[config.mk]
export PLATFORM = sky130hd
export DESIGN_NAME = wb_port_arbiter_flat
export DESIGN_NICKNAME = d
export VERILOG_FILES = /design/src/rtl/wb_port_arbiter_if.sv /design/src/rtl/wb_port_arbiter.sv /design/src/flat_wrapper.sv
export SDC_FILE = /design/constraint.sdc
export NUM_CORES = 1
export LEC_CHECK = 0
export ABC_AREA = 0
export ABC_CLOCK_PERIOD_IN_PS = 6400
export CAP_MARGIN = 20
export CORE_MARGIN = 1.5
export CORE_UTILIZATION = 46
export CTS_CLUSTER_DIAMETER = 40
export DETAILED_ROUTE_END_ITERATION = 7
export GPL_ROUTABILITY_DRIVEN = 1
export PLACE_DENSITY = 0.76
export SYNTH_ARGS = -nofsm -noshare
export SYNTH_HDL_FRONTEND = slang
export SYNTH_SLANG_ARGS = --single-unit
export TNS_END_PERCENT = 5
[constraint.sdc]
create_clock -name clk -period 6.4 [get_ports clk]
set_input_delay 0.96 -clock clk [delete_from_list [all_inputs] [get_ports clk]]
set_output_delay 0.96 -clock clk [all_outputs]
set_load 0.02 [all_outputs]
[src/rtl/wb_port_arbiter_if.sv]
// Bundle of the pipeline/MDU request side and the register-file write side of
// the writeback port arbiter.
interface wb_port_arbiter_if #(
   parameter int unsigned W      = 32,
   parameter int unsigned REG_AW = 5
);
   logic                  pipe_valid;
   logic [REG_AW-1:0]     pipe_rd;
   logic [W-1:0]          pipe_data;
   logic                  mdu_valid;
   logic                  mdu_ready;
   logic [REG_AW-1:0]     mdu_rd;
   logic [W-1:0]          mdu_data;
   logic                  rf_we;
   logic [REG_AW-1:0]     rf_waddr;
   logic [W-1:0]          rf_wdata;
   logic                  pipe_stall;
   logic [2**REG_AW-1:0]  pend_mask;
   logic                  proto_err;

   modport master (
      output pipe_valid, pipe_rd, pipe_data, mdu_valid, mdu_rd, mdu_data,
      input  mdu_ready, rf_we, rf_waddr, rf_wdata, pipe_stall, pend_mask, proto_err
   );

   modport slave (
      input  pipe_valid, pipe_rd, pipe_data, mdu_valid, mdu_rd, mdu_data,
      output mdu_ready, rf_we, rf_waddr, rf_wdata, pipe_stall, pend_mask, proto_err
   );
endinterface

[src/rtl/wb_port_arbiter.sv]
// Register-file write-port arbiter: pipeline writeback has priority, MDU results
// queue in a small FIFO and get a forced one-cycle pipeline stall after MAX_WAIT denials.
module wb_port_arbiter #(
   parameter int unsigned W        = 32,
   parameter int unsigned REG_AW   = 5,
   parameter int unsigned DEPTH    = 2,
   parameter int unsigned MAX_WAIT = 4
) (
   input  logic               clk,
   input  logic               rst,
   wb_port_arbiter_if.slave   bus
);
   localparam int unsigned NREG = 1 << REG_AW;
   localparam int unsigned AW   = (DEPTH > 1) ? $clog2(DEPTH) : 1;
   localparam int unsigned CW   = $clog2(DEPTH + 1);
   localparam int unsigned WCW  = $clog2(MAX_WAIT + 1);

   localparam logic [0:0] StNormal = 1'b0;
   localparam logic [0:0] StForce  = 1'b1;

   logic [0:0]        state_q, state_d;
   logic [WCW-1:0]    wait_q, wait_d;
   logic [CW-1:0]     count_q, count_d;
   logic [AW-1:0]     wr_ptr_q, wr_ptr_d, rd_ptr_q, rd_ptr_d;
   logic [REG_AW-1:0] mem_rd_q [DEPTH];
   logic [REG_AW-1:0] mem_rd_d [DEPTH];
   logic [W-1:0]      mem_data_q [DEPTH];
   logic [W-1:0]      mem_data_d [DEPTH];
   logic              rf_we_q, rf_we_d;
   logic              rf_mdu_q, rf_mdu_d;
   logic [REG_AW-1:0] rf_waddr_q, rf_waddr_d;
   logic [W-1:0]      rf_wdata_q, rf_wdata_d;
   logic              proto_err_q, proto_err_d;

   logic              empty, full, pipe_req, enq, deq, head_denied;
   logic              pipe_grant, head_grant;
   logic [AW-1:0]     offs;
   logic [NREG-1:0]   pend_mask;

   assign empty    = (count_q == '0);
   assign full     = (count_q == CW'(DEPTH));
   assign pipe_req = bus.pipe_valid && (bus.pipe_rd != '0);
   // rd==0 results still complete the handshake but never occupy a slot.
   assign enq      = bus.mdu_valid && !full && (bus.mdu_rd != '0);

   always_comb begin
      pipe_grant = 1'b0;
      head_grant = 1'b0;
      if (state_q == StForce) begin
         head_grant = !empty;
      end else if (pipe_req) begin
         pipe_grant = 1'b1;
      end else begin
         head_grant = !empty;
      end
   end

   assign deq         = head_grant;
   assign head_denied = !empty && !head_grant;

   always_comb begin
      mem_rd_d    = mem_rd_q;
      mem_data_d  = mem_data_q;
      wr_ptr_d    = wr_ptr_q;
      rd_ptr_d    = rd_ptr_q;
      count_d     = count_q;
      rf_we_d     = pipe_grant || head_grant;
      rf_mdu_d    = head_grant;
      rf_waddr_d  = rf_waddr_q;
      rf_wdata_d  = rf_wdata_q;
      proto_err_d = proto_err_q || ((state_q == StForce) && pipe_req);
      wait_d      = head_denied ? wait_q + 1'b1 : '0;
      state_d     = StNormal;

      if (enq) begin
         mem_rd_d[wr_ptr_q]   = bus.mdu_rd;
         mem_data_d[wr_ptr_q] = bus.mdu_data;
         wr_ptr_d             = wr_ptr_q + 1'b1;
      end
      if (deq) begin
         rd_ptr_d = rd_ptr_q + 1'b1;
      end
      unique case ({enq, deq})
         2'b10:   count_d = count_q + 1'b1;
         2'b01:   count_d = count_q - 1'b1;
         default: count_d = count_q;
      endcase

      if (pipe_grant) begin
         rf_waddr_d = bus.pipe_rd;
         rf_wdata_d = bus.pipe_data;
      end else if (head_grant) begin
         rf_waddr_d = mem_rd_q[rd_ptr_q];
         rf_wdata_d = mem_data_q[rd_ptr_q];
      end

      // FORCE always lasts exactly one cycle; the head is granted there.
      if ((state_q == StNormal) && head_denied && (wait_q == WCW'(MAX_WAIT - 1))) begin
         state_d = StForce;
      end
   end

   always_comb begin
      pend_mask = '0;
      offs      = '0;
      for (int i = 0; i < DEPTH; i++) begin
         offs = AW'(i) - rd_ptr_q;
         if (CW'(offs) < count_q) begin
            pend_mask[mem_rd_q[i]] = 1'b1;
         end
      end
      if (rf_we_q && rf_mdu_q) begin
         pend_mask[rf_waddr_q] = 1'b1;
      end
   end

   always_ff @(posedge clk) begin
      if (rst) begin
         state_q     <= StNormal;
         wait_q      <= '0;
         count_q     <= '0;
         wr_ptr_q    <= '0;
         rd_ptr_q    <= '0;
         rf_we_q     <= 1'b0;
         rf_mdu_q    <= 1'b0;
         rf_waddr_q  <= '0;
         rf_wdata_q  <= '0;
         proto_err_q <= 1'b0;
         for (int i = 0; i < DEPTH; i++) begin
            mem_rd_q[i]   <= '0;
            mem_data_q[i] <= '0;
         end
      end else begin
         state_q     <= state_d;
         wait_q      <= wait_d;
         count_q     <= count_d;
         wr_ptr_q    <= wr_ptr_d;
         rd_ptr_q    <= rd_ptr_d;
         rf_we_q     <= rf_we_d;
         rf_mdu_q    <= rf_mdu_d;
         rf_waddr_q  <= rf_waddr_d;
         rf_wdata_q  <= rf_wdata_d;
         proto_err_q <= proto_err_d;
         mem_rd_q    <= mem_rd_d;
         mem_data_q  <= mem_data_d;
      end
   end

   assign bus.mdu_ready  = !full && !rst;
   assign bus.rf_we      = rf_we_q;
   assign bus.rf_waddr   = rf_waddr_q;
   assign bus.rf_wdata   = rf_wdata_q;
   assign bus.pipe_stall = (state_q == StForce);
   assign bus.pend_mask  = pend_mask;
   assign bus.proto_err  = proto_err_q;
endmodule
[src/flat_wrapper.sv]
// flat-port wrapper written by rule: the top's interface ports become plain ports
module wb_port_arbiter_flat 
#(
   parameter int unsigned W        = 32,
   parameter int unsigned REG_AW   = 5,
   parameter int unsigned DEPTH    = 2,
   parameter int unsigned MAX_WAIT = 4
)
  (clk, rst, bus_pipe_valid, bus_pipe_rd, bus_pipe_data, bus_mdu_valid, bus_mdu_rd, bus_mdu_data, bus_mdu_ready, bus_rf_we, bus_rf_waddr, bus_rf_wdata, bus_pipe_stall, bus_pend_mask, bus_proto_err);
  wb_port_arbiter_if #(.W(W), .REG_AW(REG_AW)) bus_i ();
  input  logic clk;
  input  logic rst;
  input wire logic [$bits(bus_i.pipe_valid)-1:0] bus_pipe_valid;
  input wire logic [$bits(bus_i.pipe_rd)-1:0] bus_pipe_rd;
  input wire logic [$bits(bus_i.pipe_data)-1:0] bus_pipe_data;
  input wire logic [$bits(bus_i.mdu_valid)-1:0] bus_mdu_valid;
  input wire logic [$bits(bus_i.mdu_rd)-1:0] bus_mdu_rd;
  input wire logic [$bits(bus_i.mdu_data)-1:0] bus_mdu_data;
  output wire logic [$bits(bus_i.mdu_ready)-1:0] bus_mdu_ready;
  output wire logic [$bits(bus_i.rf_we)-1:0] bus_rf_we;
  output wire logic [$bits(bus_i.rf_waddr)-1:0] bus_rf_waddr;
  output wire logic [$bits(bus_i.rf_wdata)-1:0] bus_rf_wdata;
  output wire logic [$bits(bus_i.pipe_stall)-1:0] bus_pipe_stall;
  output wire logic [$bits(bus_i.pend_mask)-1:0] bus_pend_mask;
  output wire logic [$bits(bus_i.proto_err)-1:0] bus_proto_err;
  assign bus_i.pipe_valid = bus_pipe_valid;
  assign bus_i.pipe_rd = bus_pipe_rd;
  assign bus_i.pipe_data = bus_pipe_data;
  assign bus_i.mdu_valid = bus_mdu_valid;
  assign bus_i.mdu_rd = bus_mdu_rd;
  assign bus_i.mdu_data = bus_mdu_data;
  assign bus_mdu_ready = bus_i.mdu_ready;
  assign bus_rf_we = bus_i.rf_we;
  assign bus_rf_waddr = bus_i.rf_waddr;
  assign bus_rf_wdata = bus_i.rf_wdata;
  assign bus_pipe_stall = bus_i.pipe_stall;
  assign bus_pend_mask = bus_i.pend_mask;
  assign bus_proto_err = bus_i.proto_err;
  wb_port_arbiter #(.W(W), .REG_AW(REG_AW), .DEPTH(DEPTH), .MAX_WAIT(MAX_WAIT)) u_core (.clk(clk), .rst(rst), .bus(bus_i));
endmodule
==> Yosys cells after proc, flatten, opt, wreduce, memory -nomap -nowiden <==
Index checks and enable logic that the tools add are counted.
W data, S select, Z words.
{ "op_classes": {"n_addsub": 7, "multipliers": 0, "div_mod_pow": 0, "magnitude_cmp": 11, "n_eq_ne": 4, "shift": 0, "mux": 31, "bitwise_logic": 6, "n_reduce_logical": 25} }
{ "ops": {"columns": ["cell", "count"], "rows": [
  ["$mux W32", 9],
  ["$bwmux W64", 1],
  ["$or A32 B32 Y32", 2],
  ["$demux W32 S1", 1],
  ["$mux W5", 6],
  ["$lt A5 B6 Y1 const B", 3],
  ["$demux W1 S5", 3],
  ["$ge A5 B1 Y1 const B", 3],
  ["$logic_and A1 B1 Y1", 13],
  ["$bwmux W10", 1],
  ["$reduce_bool A5 Y1", 2],
  ["$mux W1", 8],
  ["$demux W5 S1", 1],
  ["$eq A2 B2 Y1 const B", 2],
  ["$ge A2 B2 Y1 const B", 2],
  ["$logic_not A1 Y1", 4],
  ["$lt A1 B2 Y1", 2],
  ["$not A1 Y2", 2],
  ["$pmux W2 S2", 1],
  ["$reduce_bool A2 Y1", 2],
  ["$add A3 B1 Y3 const B", 1],
  ["$eq A3 B2 Y1 const B", 1],
  ["$add A1 B1 Y1 const B", 2],
  ["$add A2 B1 Y2 const B", 1],
  ["8 further kinds", 11]
]} }
{ "word_totals": {"reg_bits": 122, "latchBits": 0, "ramBits": 0, "mem_bits_ro": 0, "in_bits": 78, "output_inout_bits": 73, "wordCells": 98, "mem_count": 0} }

==> Logic depth before layout (Yosys ltp) <==
{ "depth": {"word_depth": 9, "depth_mapped": 8, "depth_no_buf": 7} }

==> Worst setup path before layout <==
Ideal clock, no wire load.
{ "synth_timing": {"path_kind": "input to register", "startpoint": "input bus_pipe_valid", "endpoint": "register u_core.count_q[1]", "arrival_ns": 2.718, "required_time_ns": 6.329, "slack_ns": 3.611, "stages": 7, "path_buffers": 1, "path_cell_list": "nor2b_1 -> a21boi_2 -> clkbuf_1 -> nor2_1 -> ha_1 -> or3_1 -> a21oi_1"} }
{ "synth_via": {"elab_chain_len": 5, "elab_cells_between_ends": 7, "cone_classes": "2 x eq/ne; 3 x mux; 2 x reduce/logical"} }
{ "synth_lines": {"columns": ["item", "line_no", "text"], "rows": [
  ["start: declaration", "flat_wrapper.sv:13", "input wire logic [$bits(bus_i.pipe_valid)-1:0] bus_pipe_valid;"],
  ["$logic_and A1 B1 Y1 (*)", "wb_port_arbiter.sv:42", "assign pipe_req = bus.pipe_valid && (bus.pipe_rd != '0);"],
  ["$mux W1 (*)", "wb_port_arbiter.sv:51", "end else if (pipe_req) begin"],
  ["$mux W1 (*)", "wb_port_arbiter.sv:49", "if (state_q == StForce) begin"],
  ["via u_core.deq", "wb_port_arbiter.sv:35", "logic empty, full, pipe_req, enq, deq, head_denied;"],
  ["$eq A2 B1 Y1 or $eq A2 B2 Y1 (tied branches)", "wb_port_arbiter.sv:83", "unique case ({enq, deq})"],
  ["$pmux W2 S2 or $reduce_bool A2 Y1 (tied branches)", null, null],
  ["end signal: assignment", "wb_port_arbiter.sv:136", "count_q <= count_d;"],
  ["end: declaration", "wb_port_arbiter.sv:23", "logic [CW-1:0] count_q, count_d;"]
]} }
Mark *: on every way through the listed nets, which the timed path passes. The rest lies on a longest branch.
A chain may end at the register's enable or synchronous reset.

==> Final worst setup path <==
{ "layout_timing": {"startpoint": "register u_core.rf_waddr_q[1] (netlist: u_core.bus.rf_waddr[1])", "endpoint": "output bus_pend_mask[10]"} }
{ "layout_via": {"elab_chain_len": 6, "elab_cells_between_ends": 7, "cone_classes": "2 x order compare; 3 x mux; 1 x bitwise; 1 x reduce/logical"} }
{ "layout_lines": {"columns": ["item", "line_no", "text"], "rows": [
  ["start: declaration", "wb_port_arbiter.sv:31", "logic [REG_AW-1:0] rf_waddr_q, rf_waddr_d;"],
  ["start signal: assignment", "wb_port_arbiter.sv:141", "rf_waddr_q <= rf_waddr_d;"],
  ["$lt A5 B6 Y1 (not written as such) or $ge A5 B1 Y1 (tied branches)", "wb_port_arbiter.sv:113", "pend_mask[rf_waddr_q] = 1'b1;"],
  ["$logic_and A1 B1 Y1 (not written as such)", "wb_port_arbiter.sv:113", null],
  ["$mux W1 (not written as such)", "wb_port_arbiter.sv:113", null],
  ["$demux W1 S5 (*)", null, null],
  ["$or A32 B32 Y32 (no source line) (*)", null, null],
  ["$mux W32 (*)", "wb_port_arbiter.sv:112", "if (rf_we_q && rf_mdu_q) begin"],
  ["end: declaration", "flat_wrapper.sv:24", "output wire logic [$bits(bus_i.pend_mask)-1:0] bus_pend_mask;"]
]} }
Mark *: on every way between the ends. The rest lies on a longest branch, timed or not.

==> metrics.txt <==
largest vdd supply drop between 0.2 and 0.3 mV; RSZ-0062 raised after global routing no; DIE HEIGHT about 120 um; number of logic stages on the critical path including buffering 5; synthesized netlist cell count approximately 750; area leader, netlist dfxtp_1; final RePlAce weighted congestion 0.8328; leading post-synthesis cells by cell area dfxtp_1 (42%), nand2_1 (17%), a21oi_1 (9.1%); Reg2Reg Setup Slack 3.82 ns; Final Setup Violations 0; deepest level of the CTS H-tree 4; source of the worst register-to-register timing path u_core.bus.pipe_stall; number of buffers created by CTS 17; post-route fraction of the period consumed by the critical path 56.43%; sum of routed wire length over all layers between 15000 and 20000 um; number of global-route vias before repair between 5k and 6k; Slew HR between 30 and 40%; Crit Path Category flip-flop to primary output; horizontal extent of the die ~120 um; most used standard cells in the synthesized netlist nand2_1 (262), dfxtp_1 (122), a21oi_1 (105), clkbuf_1 (41), o211ai_1 (38); fraction of layout instances using a drive strength above 1 under 10%; data required time of the critical path approximately 5.4 ns; initial antenna violation count 0; count of nets after finishing between 900 and 1k; Initial DRT Pass Iterations 6; remaining routing DRC violations 0; number of cells on the worst reg-to-reg path 6; WP data arrival 2.65 ns; worst min path class flip-flop to flip-flop; residual overflow from global routing 0; result of the run complete, no violations; most frequent cell after synthesis nand2_1; cells along the critical path inv_1 > nor3_1 > nand2_1 > o221ai_1 > clkdlybuf4s50_1; portion of the post-synthesis area used by sequential elements 42.11%; number of max-capacitance violations reported 0; Top-Level Pins ~150; growth of design area from synthesis to finish 38.55%; worst slew pin tran around 1.0 ns; number of cells in the finished layout apart from fillers 1042; Critical Path Sink bus_pend_mask[10]; Worst path slowest cell nor3_1; Inst Count DP 1008; top_reg_cell synth dfxtp_1; flip-flop and latch count after synthesis 122; end of the worst register-to-register path u_core.count_q[1]; post-CTS sizing 0; CTS Hold Buffers Added 0; antenna fix cells 0; maximum clock insertion buffer count 2; placeable core region around 12000 um2; total count of hold-check failures in the final report 0; Worst path max stage delay 0.82 ns; cell family with the largest share of critical-path delay simple AND/OR/NAND/NOR gates; TritonCTS sink count 122; TritonCTS clock tree built; type of origin of the critical path flip-flop; syn_area_per_cell 7.776 um2; Worst-Skew Late Latency about 0.4 ns; Mapped Nets about 830; number of synthesized flops with an enable pin 0; vias per inst approximately 5.7; post-route setup TNS 0 ns; Rows 40; leakage component of the power around 2.8 nW; Critical Path Start u_core.bus.rf_waddr[1]; Die Footprint 13290 um2; Synth Cell Area ~5800 um2; power density normalized to cell area between 300 and 400 nW/um2; placed wire-length estimate after detailed placement 10780 um; Peak Freq 276.9 MHz; yosys synthesis warning count 0; WL per Instance between 15 and 20 um; Final Skew between 0.006 and 0.007 ns; effective utilization at floorplan a little under half; Post-DRT Antenna Nets 0; Iter 0 DRT Violations approximately 610; Worst Path Max Fanout 8; critical path endpoint category primary output; global routing usage summed across all routing layers around a quarter; pin count of the biggest net entering global routing between 70 and 80; Final Slew Violations 0; filler cell count between 900 and 1k; clock input transition at the sequential cells of the worst setup and hold paths about 0.060 ns; vias post-DR 5958; Cell variety after synth 37; global-route wire length before repair between 20000 and 30000 um; port bufs 150; fin crit period approximately 3.6 ns; Post-CTS Setup Bufs 0; Root Buffer clkbuf_16; Finished Core Util 66.08%; fraction of post-synthesis cell area in the top cell type by area 42.11%; worst path bufs/invs 2; async set-reset flop share out of synthesis 0%
cell type report:
| cell class | instances | area [um2] | area share, % |
|---|---|---|---|
| Tap cell | 168 | 210.2 | 2.616 |
| Timing Repair Buffer | 158 | 1599 | 19.90 |
| Clock inverter | 14 | 266.5 | 3.316 |
| Clock buffer | 18 | 439.2 | 5.465 |
| Inverter | 3 | 11.26 | 0.1401 |
| Multi-Input combinational cell | 559 | 3067 | 38.16 |
| Sequential cell | 122 | 2444 | 30.41 |
cell families after synthesis:
| group | synth area share [%] |
|---|---|
| compound gates | 22.30 |
| xor+xnor | 0.3020 |
| fa+ha+maj | 0.6472 |
| buf+inv | 5.306 |
| flops | 42.11 |
| mux | 6.385 |
| simple gates | 22.95 |
placed cells by master, fill, tap and decap left out, types with 9 or more instances in the layout:
master / synthesis / final
a21oi_1: 105 / 105
a21oi_2: 11 / 11
clkbuf_16: 0 / 17
clkdlybuf4s50_1: 0 / 149
dfxtp_1: 122 / 121
mux2i_1: 37 / 37
nand2_1: 262 / 262
nand3b_1: 9 / 9
nor2_1: 13 / 13
o211ai_1: 38 / 38
o221ai_1: 32 / 32
worst min-delay path by stage:
stage	depth (start not counted)	slack (ns)	from	end
6_report	2	0.45	u_core.mem_data_q[61]	u_core.mem_data_q[61]
5_1_grt	2	0.48	u_core.mem_data_q[63]	u_core.mem_data_q[63]
4_1_cts	1	0.43	u_core.wait_q[0]	u_core.wait_q[0]
3_5_place_dp	1	0.43	u_core.wait_q[0]	u_core.wait_q[0]
3_3_place_gp	1	0.41	u_core.wait_q[0]	u_core.wait_q[0]
2_1_floorplan	1	0.41	u_core.wait_q[0]	u_core.wait_q[0]
routing by layer:
metal | global-route usage (%) | routed length [um] | up-vias
met5 | 0 | 0 | -
met4 | 11.77 | 314 | 0
met3 | 7.169 | 1350 | 42
met2 | 42.42 | 8419 | 302
met1 | 30.90 | 7111 | 2793
li1 | - | - | 2821
state kept, by name, summed over array words and instances, names as in the netlist:
register / count
u_core.bus.proto_err: 1
u_core.wait_q: 3
u_core.rf_mdu_q: 1
u_core.count_q: 2
u_core.mem_data_q: 64
u_core.mem_rd_q: 10
u_core.rd_ptr_q: 1
u_core.bus.rf_wdata: 32
u_core.wr_ptr_q: 1
u_core.bus.pipe_stall: 1
u_core.bus.rf_waddr: 5
u_core.bus.rf_we: 1
where the power goes:
group / leakage, nW / internal, mW / switching [mW] / total, mW
combinational: 1.48 / 0.395 / 0.580 / 0.975
clock: 0.329 / 0.782 / 0.356 / 1.14
sequential: 1.00 / 0.877 / 0.102 / 0.979
worst reg2reg max path: stages (launching register included):
cell	delay, ns
dfxtp_1	0.32
nor2b_1	0.35
a21boi_4	0.88
nor2_1	0.11
ha_1	0.35
or3_1	0.35
a21oi_1	0.14
per-stage QoR:
step / power, mW / hold WS [ns] / worst slack, ns / area, um2
5_1_grt: 3.231 / 0.4757 / 2.695 / 8036
4_1_cts: 3.079 / 0.4348 / 2.866 / 7981
6_report: 3.092 / 0.4526 / 2.788 / 8036
2_1_floorplan: 1.616 / 0.4080 / 3.611 / 5801
3_3_place_gp: 1.918 / 0.4147 / 2.774 / 7276
3_5_place_dp: 1.938 / 0.4268 / 2.712 / 7276
No activity file was read; power rests on OpenSTA's default activity.
